--- src/rtl/mouse_device_sm.sv ---
// mouse_device_sm -- device-side PS/2 mouse responder.
// Decodes host command bytes and answers them with ack/self-test/ID bytes.
// When data reporting is on, it turns movement samples into 3-byte packets.
// Ports:
//   CLK, RESET                   clock, synchronous active-high reset
//   BYTE_READY/READ/ERROR_CODE   host byte from the device-side receiver
//   SEND_BYTE, BYTE_TO_SEND      one-cycle request plus byte to the transmitter
//   BYTE_SENT                    transmitter completion pulse
//   MOVE_VALID/READY/DX/DY/BUTTONS  movement sample handshake
//   STREAM_ENABLED               data reporting enabled
//   PACKET_SENT                  pulse after the third packet byte completes
module mouse_device_sm #(
  parameter int SELFTEST_CYCLES = 500000
) (
  input  logic       CLK,
  input  logic       RESET,
  input  logic       BYTE_READY,
  input  logic [7:0] BYTE_READ,
  input  logic [1:0] BYTE_ERROR_CODE,
  output logic       SEND_BYTE,
  output logic [7:0] BYTE_TO_SEND,
  input  logic       BYTE_SENT,
  input  logic       MOVE_VALID,
  output logic       MOVE_READY,
  input  logic [8:0] MOVE_DX,
  input  logic [8:0] MOVE_DY,
  input  logic [2:0] MOVE_BUTTONS,
  output logic       STREAM_ENABLED,
  output logic       PACKET_SENT
);

  localparam int CW = $clog2(SELFTEST_CYCLES + 1);
  localparam logic [CW-1:0] LAST_COUNT = CW'(SELFTEST_CYCLES - 1);

  typedef enum logic [1:0] {IDLE, SEND, WAIT_SENT, SELFTEST_WAIT} state_t;

  state_t          state_reg, state_next;
  logic [7:0]      seq_reg [0:2];
  logic [7:0]      seq_next [0:2];
  logic [1:0]      idx_reg, idx_next;
  logic [1:0]      len_reg, len_next;
  logic            is_packet_reg, is_packet_next;
  logic            selftest_reg, selftest_next;
  logic            enable_on_ack_reg, enable_on_ack_next;
  logic [CW-1:0]   count_reg, count_next;
  logic            pend_valid_reg, pend_valid_next;
  logic [7:0]      pend_byte_reg, pend_byte_next;
  logic [1:0]      pend_err_reg, pend_err_next;
  logic            stream_reg, stream_next;
  logic            send_byte_reg, send_byte_next;
  logic [7:0]      byte_reg, byte_next;
  logic            move_ready_reg, move_ready_next;
  logic            packet_sent_reg, packet_sent_next;

  logic            cmd_valid;
  logic [7:0]      cmd_byte;
  logic [1:0]      cmd_err;
  logic            accept;

  // State register
  always_ff @(posedge CLK) begin
    if (RESET) begin
      state_reg         <= IDLE;
      for (int i = 0; i < 3; i++) seq_reg[i] <= 8'h00;
      idx_reg           <= 2'd0;
      len_reg           <= 2'd0;
      is_packet_reg     <= 1'b0;
      selftest_reg      <= 1'b0;
      enable_on_ack_reg <= 1'b0;
      count_reg         <= '0;
      pend_valid_reg    <= 1'b0;
      pend_byte_reg     <= 8'h00;
      pend_err_reg      <= 2'b00;
      stream_reg        <= 1'b0;
      send_byte_reg     <= 1'b0;
      byte_reg          <= 8'h00;
      move_ready_reg    <= 1'b0;
      packet_sent_reg   <= 1'b0;
    end else begin
      state_reg         <= state_next;
      for (int i = 0; i < 3; i++) seq_reg[i] <= seq_next[i];
      idx_reg           <= idx_next;
      len_reg           <= len_next;
      is_packet_reg     <= is_packet_next;
      selftest_reg      <= selftest_next;
      enable_on_ack_reg <= enable_on_ack_next;
      count_reg         <= count_next;
      pend_valid_reg    <= pend_valid_next;
      pend_byte_reg     <= pend_byte_next;
      pend_err_reg      <= pend_err_next;
      stream_reg        <= stream_next;
      send_byte_reg     <= send_byte_next;
      byte_reg          <= byte_next;
      move_ready_reg    <= move_ready_next;
      packet_sent_reg   <= packet_sent_next;
    end
  end

  // Next-state logic
  always_comb begin
    state_next         = state_reg;
    for (int i = 0; i < 3; i++) seq_next[i] = seq_reg[i];
    idx_next           = idx_reg;
    len_next           = len_reg;
    is_packet_next     = is_packet_reg;
    selftest_next      = selftest_reg;
    enable_on_ack_next = enable_on_ack_reg;
    count_next         = count_reg;
    pend_valid_next    = pend_valid_reg;
    pend_byte_next     = pend_byte_reg;
    pend_err_next      = pend_err_reg;
    stream_next        = stream_reg;
    cmd_valid          = 1'b0;
    cmd_byte           = BYTE_READ;
    cmd_err            = BYTE_ERROR_CODE;
    accept             = 1'b0;

    // A host byte arriving while a byte is in flight is parked; a newer one
    // overwrites an older one.
    if ((state_reg == SEND || state_reg == WAIT_SENT) && BYTE_READY) begin
      pend_valid_next = 1'b1;
      pend_byte_next  = BYTE_READ;
      pend_err_next   = BYTE_ERROR_CODE;
    end

    case (state_reg)
      IDLE: begin
        if (BYTE_READY) begin
          cmd_valid = 1'b1;
        end else if (pend_valid_reg) begin
          cmd_valid = 1'b1;
          cmd_byte  = pend_byte_reg;
          cmd_err   = pend_err_reg;
        end else if (MOVE_VALID && move_ready_reg) begin
          accept = 1'b1;
        end
      end
      SEND: state_next = WAIT_SENT;
      WAIT_SENT: begin
        if (BYTE_SENT) begin
          if (enable_on_ack_reg) stream_next = 1'b1;
          if (pend_valid_reg || BYTE_READY) begin
            state_next = IDLE;  // abandon the rest; IDLE picks up the parked byte
          end else if (selftest_reg && idx_reg == 2'd0) begin
            state_next = SELFTEST_WAIT;
            idx_next   = 2'd1;
            count_next = '0;
          end else if (idx_reg + 2'd1 < len_reg) begin
            state_next = SEND;
            idx_next   = idx_reg + 2'd1;
          end else begin
            state_next = IDLE;
          end
        end
      end
      SELFTEST_WAIT: begin
        // Nothing is on the wire here, so a host byte is handled at once.
        if (BYTE_READY) begin
          cmd_valid = 1'b1;
        end else if (count_reg == LAST_COUNT) begin
          state_next = SEND;
        end else begin
          count_next = count_reg + 1'b1;
        end
      end
      default: state_next = IDLE;
    endcase

    if (cmd_valid) begin
      pend_valid_next    = 1'b0;
      state_next         = SEND;
      idx_next           = 2'd0;
      len_next           = 2'd1;
      count_next         = '0;
      is_packet_next     = 1'b0;
      selftest_next      = 1'b0;
      enable_on_ack_next = 1'b0;
      seq_next[0]        = 8'hFE;
      seq_next[1]        = 8'h00;
      seq_next[2]        = 8'h00;
      if (cmd_err == 2'b00) begin
        case (cmd_byte)
          8'hFF: begin
            stream_next   = 1'b0;
            seq_next[0]   = 8'hFA;
            seq_next[1]   = 8'hAA;
            len_next      = 2'd3;
            selftest_next = 1'b1;
          end
          8'hF4: begin
            seq_next[0]        = 8'hFA;
            enable_on_ack_next = 1'b1;
          end
          8'hF5: begin
            stream_next = 1'b0;
            seq_next[0] = 8'hFA;
          end
          8'hF2: begin
            seq_next[0] = 8'hFA;
            len_next    = 2'd2;
          end
          default: ;
        endcase
      end
    end

    if (accept) begin
      state_next         = SEND;
      idx_next           = 2'd0;
      len_next           = 2'd3;
      is_packet_next     = 1'b1;
      selftest_next      = 1'b0;
      enable_on_ack_next = 1'b0;
      // Overflow bits stay 0: the 9-bit inputs always fit the packet format.
      seq_next[0] = {2'b00, MOVE_DY[8], MOVE_DX[8], 1'b1, MOVE_BUTTONS};
      seq_next[1] = MOVE_DX[7:0];
      seq_next[2] = MOVE_DY[7:0];
    end
  end

  // Output logic (next values of the output registers)
  always_comb begin
    send_byte_next   = (state_reg == SEND);
    byte_next        = (state_reg == SEND) ? seq_reg[idx_reg] : byte_reg;
    packet_sent_next = (state_reg == WAIT_SENT) && BYTE_SENT && is_packet_reg &&
                       (idx_reg == 2'd2);
    move_ready_next  = (state_next == IDLE) && stream_next && !pend_valid_next;
  end

  assign SEND_BYTE      = send_byte_reg;
  assign BYTE_TO_SEND   = byte_reg;
  assign STREAM_ENABLED = stream_reg;
  assign PACKET_SENT    = packet_sent_reg;
  // A command in the same cycle takes priority over a movement sample.
  assign MOVE_READY     = move_ready_reg & ~BYTE_READY;

endmodule
--- config.mk ---
export PLATFORM = sky130hd
export DESIGN_NAME = mouse_device_sm
export DESIGN_NICKNAME = d
export VERILOG_FILES = /design/src/rtl/mouse_device_sm.sv
export SDC_FILE = /design/constraint.sdc
export NUM_CORES = 1
export LEC_CHECK = 0
export BUFFER_PORTS_ARGS = -buffer_cell sky130_fd_sc_hd__buf_4
export CAP_MARGIN = 20
export CORE_ASPECT_RATIO = 0.8
export CORE_UTILIZATION = 52
export DETAILED_ROUTE_END_ITERATION = 8
export HOLD_SLACK_MARGIN = 0.06
export MAX_ROUTING_LAYER = met4
export PLACE_DENSITY = 0.73
export SLEW_MARGIN = 15
export SYNTH_ARGS = -nofsm -noshare
export SYNTH_HDL_FRONTEND = slang
export SYNTH_SLANG_ARGS = --single-unit
export TNS_END_PERCENT = 1
--- constraint.sdc ---
create_clock -name CLK -period 7.7 [get_ports CLK]
set_clock_uncertainty 0.15 [all_clocks]
set_input_delay 1.54 -clock CLK [delete_from_list [all_inputs] [get_ports CLK]]
set_output_delay 1.54 -clock CLK [all_outputs]
set_load 0.02 [all_outputs]
==> flow_summary.toml <==
[outcome]
status = "finished clean"

[detailed_routing]
drt.antenna.violating_nets = 0
vias = 2903
drc = 0
dr.pass1.iters = 4
met3WireLength_um = 545
drtIter0Drc = 173
wirelength_um = 7680
wl_per_cell_um = 14.8
vias_per_cell = 5.62
top_layer = "met4"
wl_met1_um = 3680
routed-wl-met2_um = 3320

[critical_path]
crit_type = "input port to output port"
required_ns = 6.01
rrSetupSlack_ns = 4.73
cp-end-kind = "output port"
critPathLaunchType = "input port"
cp_max_fo = 11
r2r_cells = 7
timing.rr.end = "count_reg[13]$_SDFFE_PP0P_"
arrival_ns = 1.96
timing.rr.start = "state_reg[0]$_SDFF_PP0_"

[sta]
rsz0062_at_grt = "false"
slew_viol_final = 0
post-route-period-util = 0.473
worstMarginPinSlew_ns = 0.981
fmax_mhz = 274
period_needed_ns = 3.65
relSlewSlack = 0.337
totalNegativeSetupSlack_ns = 0
timing.final.ws_setup_ns = 4.05
hold_viol = 0
setup_violations = 0

[die]
rows = 26
core_area_um2 = 6470
die_h_um = 75.8
start_util = 0.547
io_pins = 48
dieArea_um2 = 7150
die_x_um = 94.3

[logic_synthesis]
synth_area_leaders = "dfxtp_1 29%, edfxtp_1 19%, nand2_1 5.0%, a21oi_1 4.7%, mux2i_1 4.5%"
yosys.area_share.xor_xnor = 0.0198
async_flop_share = 0
syn_inst = 387
synth_compound_area_frac = 0.134
synth_edf_count = 23
synth_adder_area_share = 0.0318
synth.top_cell.area_share = 0.288
synth_top_area_cell = "dfxtp_1"
ys_warn_count = 0
synth_cell_type_count = 52
muxShareOfSynthArea = 0.0452
synth-main-ff-cell = "dfxtp_1"
synth_area_um2 = 3540
syn_nets = 432
synth_top_family_by_area = "simple AND/OR/NAND/NOR gates"
syn_area_per_cell_um2 = 9.16
synth_seq_cells = 74
seq_area_frac_synth = 0.483
synth-simple-area-share = 0.252

[layout]
area_growth_pct = 16.3
ff_latch_area_um2 = 1710
design_area_um2 = 4120
layout-drive-gt1-share = 0.157
largest_reg_flops = 23
final_cell_mix = "51 x dfxtp_1, 47 x nand2_1, 47 x buf_4"
fill_cells = 563
nNetsFinal = 473
final_common_cell = "dfxtp_1"
diodes = 0
multi_input_area_um2 = 1710

[power]
combPwrFrac = 0.278
p_int_mw = 0.763
vdd_drop_max_mv = 0.151
clkPwrFrac = 0.262
switching_share = 0.334
cellLeakagePower_nw = 1.51
switching_power_mw = 0.383
p_seq_frac = 0.461
p_per_area_nw_per_um2 = 278
power_mw = 1.15

[clock_tree]
clock_latency_ns = 0.36
clkTransAtPathRegs_ns = 0.08
cts.sink_count = 74
htree_levels = 3
cts-resized-gates = 0
cts_tree = "done"
cts_hold_buf = 0
postCtsSetupBuffers = 0
cts_root_buffer = "clkbuf_8"
cts_inserted_buffers = 9
cts_max_path_buffers = 2

[flow_run]
maxCapViolations = 0

[global_route]
grt_max_degree = 34
grt.total_usage = 0.238
grt_overflow = 0
grt_pass1_vias = 2605
grt_pass1_wl_um = 12300
antenna_found_initial = 0

[placed_design]
hpwl_um = 5290
port_buffers = 47
place_ws_ns = 3.79
routabilityCongestion = 0.832
placed_area_um2 = 3930

[worst_hold_path]
min_to = "pend_byte_reg[7]$_SDFFE_PP0P_"
hold_class = "flip-flop to flip-flop"
hold_depth = 2
worstHoldStart = "pend_byte_reg[7]$_SDFFE_PP0P_"
## logic make-up after synthesis
family / after synthesis
simple gates: 172
compound gates: 79
flops: 74
buf+inv: 29
mux: 16
fa+ha+maj: 9
xor+xnor: 8
## power groups by stage
| stage | Sequential [mW] | Clock, mW | Combinational, mW |
|---|---|---|---|
| after global placement | 0.534 | 0 | 0.308 |
| after CTS | 0.528 | 0.307 | 0.316 |
| after detailed placement | 0.536 | 0 | 0.315 |
| after floorplan | 0.539 | 0 | 0.217 |
| final | 0.528 | 0.300 | 0.318 |
| after global routing | 0.536 | 0.324 | 0.352 |
## cell usage after synthesis (6+ instances only)
cell	instances
or3_1	12
nand2_1	47
nand3_1	10
and3_1	6
a21oi_1	33
nand4_1	13
and2_1	16
nor2_1	37
inv_1	12
clkbuf_1	11
dfxtp_1	51
o21ai_0	21
edfxtp_1	23
mux2i_1	16
ha_1	9
nor3_1	8
## stage by stage
stage / util / hold slack (ns) / cells
after CTS: 0.636 / 0.310 / 517
after global routing: 0.636 / 0.343 / 517
final: 0.636 / 0.309 / 517
after detailed placement: 0.606 / 0.292 / 501
after floorplan: - / 0.265 / 387
after global placement: 0.606 / 0.291 / 501
## worst max path at each step
stage | from | end | cells after the start | slack [ns]
after detailed placement | BYTE_READY | count_reg[13]$_SDFFE_PP0P_ | 6 | 3.79
after CTS | BYTE_READY | MOVE_READY | 3 | 4.05
after floorplan | BYTE_READY | MOVE_READY | 2 | 4.01
final | BYTE_READY | MOVE_READY | 3 | 4.05
after global routing | BYTE_READY | count_reg[17]$_SDFFE_PP0P_ | 6 | 3.99
after global placement | BYTE_READY | count_reg[3]$_SDFFE_PP0P_ | 6 | 3.90
## metal layers
| layer | GRT usage | up-vias |
|---|---|---|
| met5 | - | - |
| met3 | 0.0599 | 13 |
| met2 | 0.354 | 80 |
| li1 | - | 1468 |
| met4 | 0.0991 | 0 |
| met1 | 0.311 | 1342 |
## critical path, cell delays in order
cell and delay (ns):
buf_4 0.15, nor2b_1 0.12, buf_4 0.15
## final cells by class
type                            instances  share of cell area
Tap cell                               84              0.0255
Multi-Input combinational cell        284               0.415
Clock buffer                           10              0.0310
Clock inverter                          6              0.0164
Timing Repair Buffer                   47              0.0856
Sequential cell                        74               0.415
Inverter                               12              0.0109
Note: power is estimated with default switching activity, not from simulation.
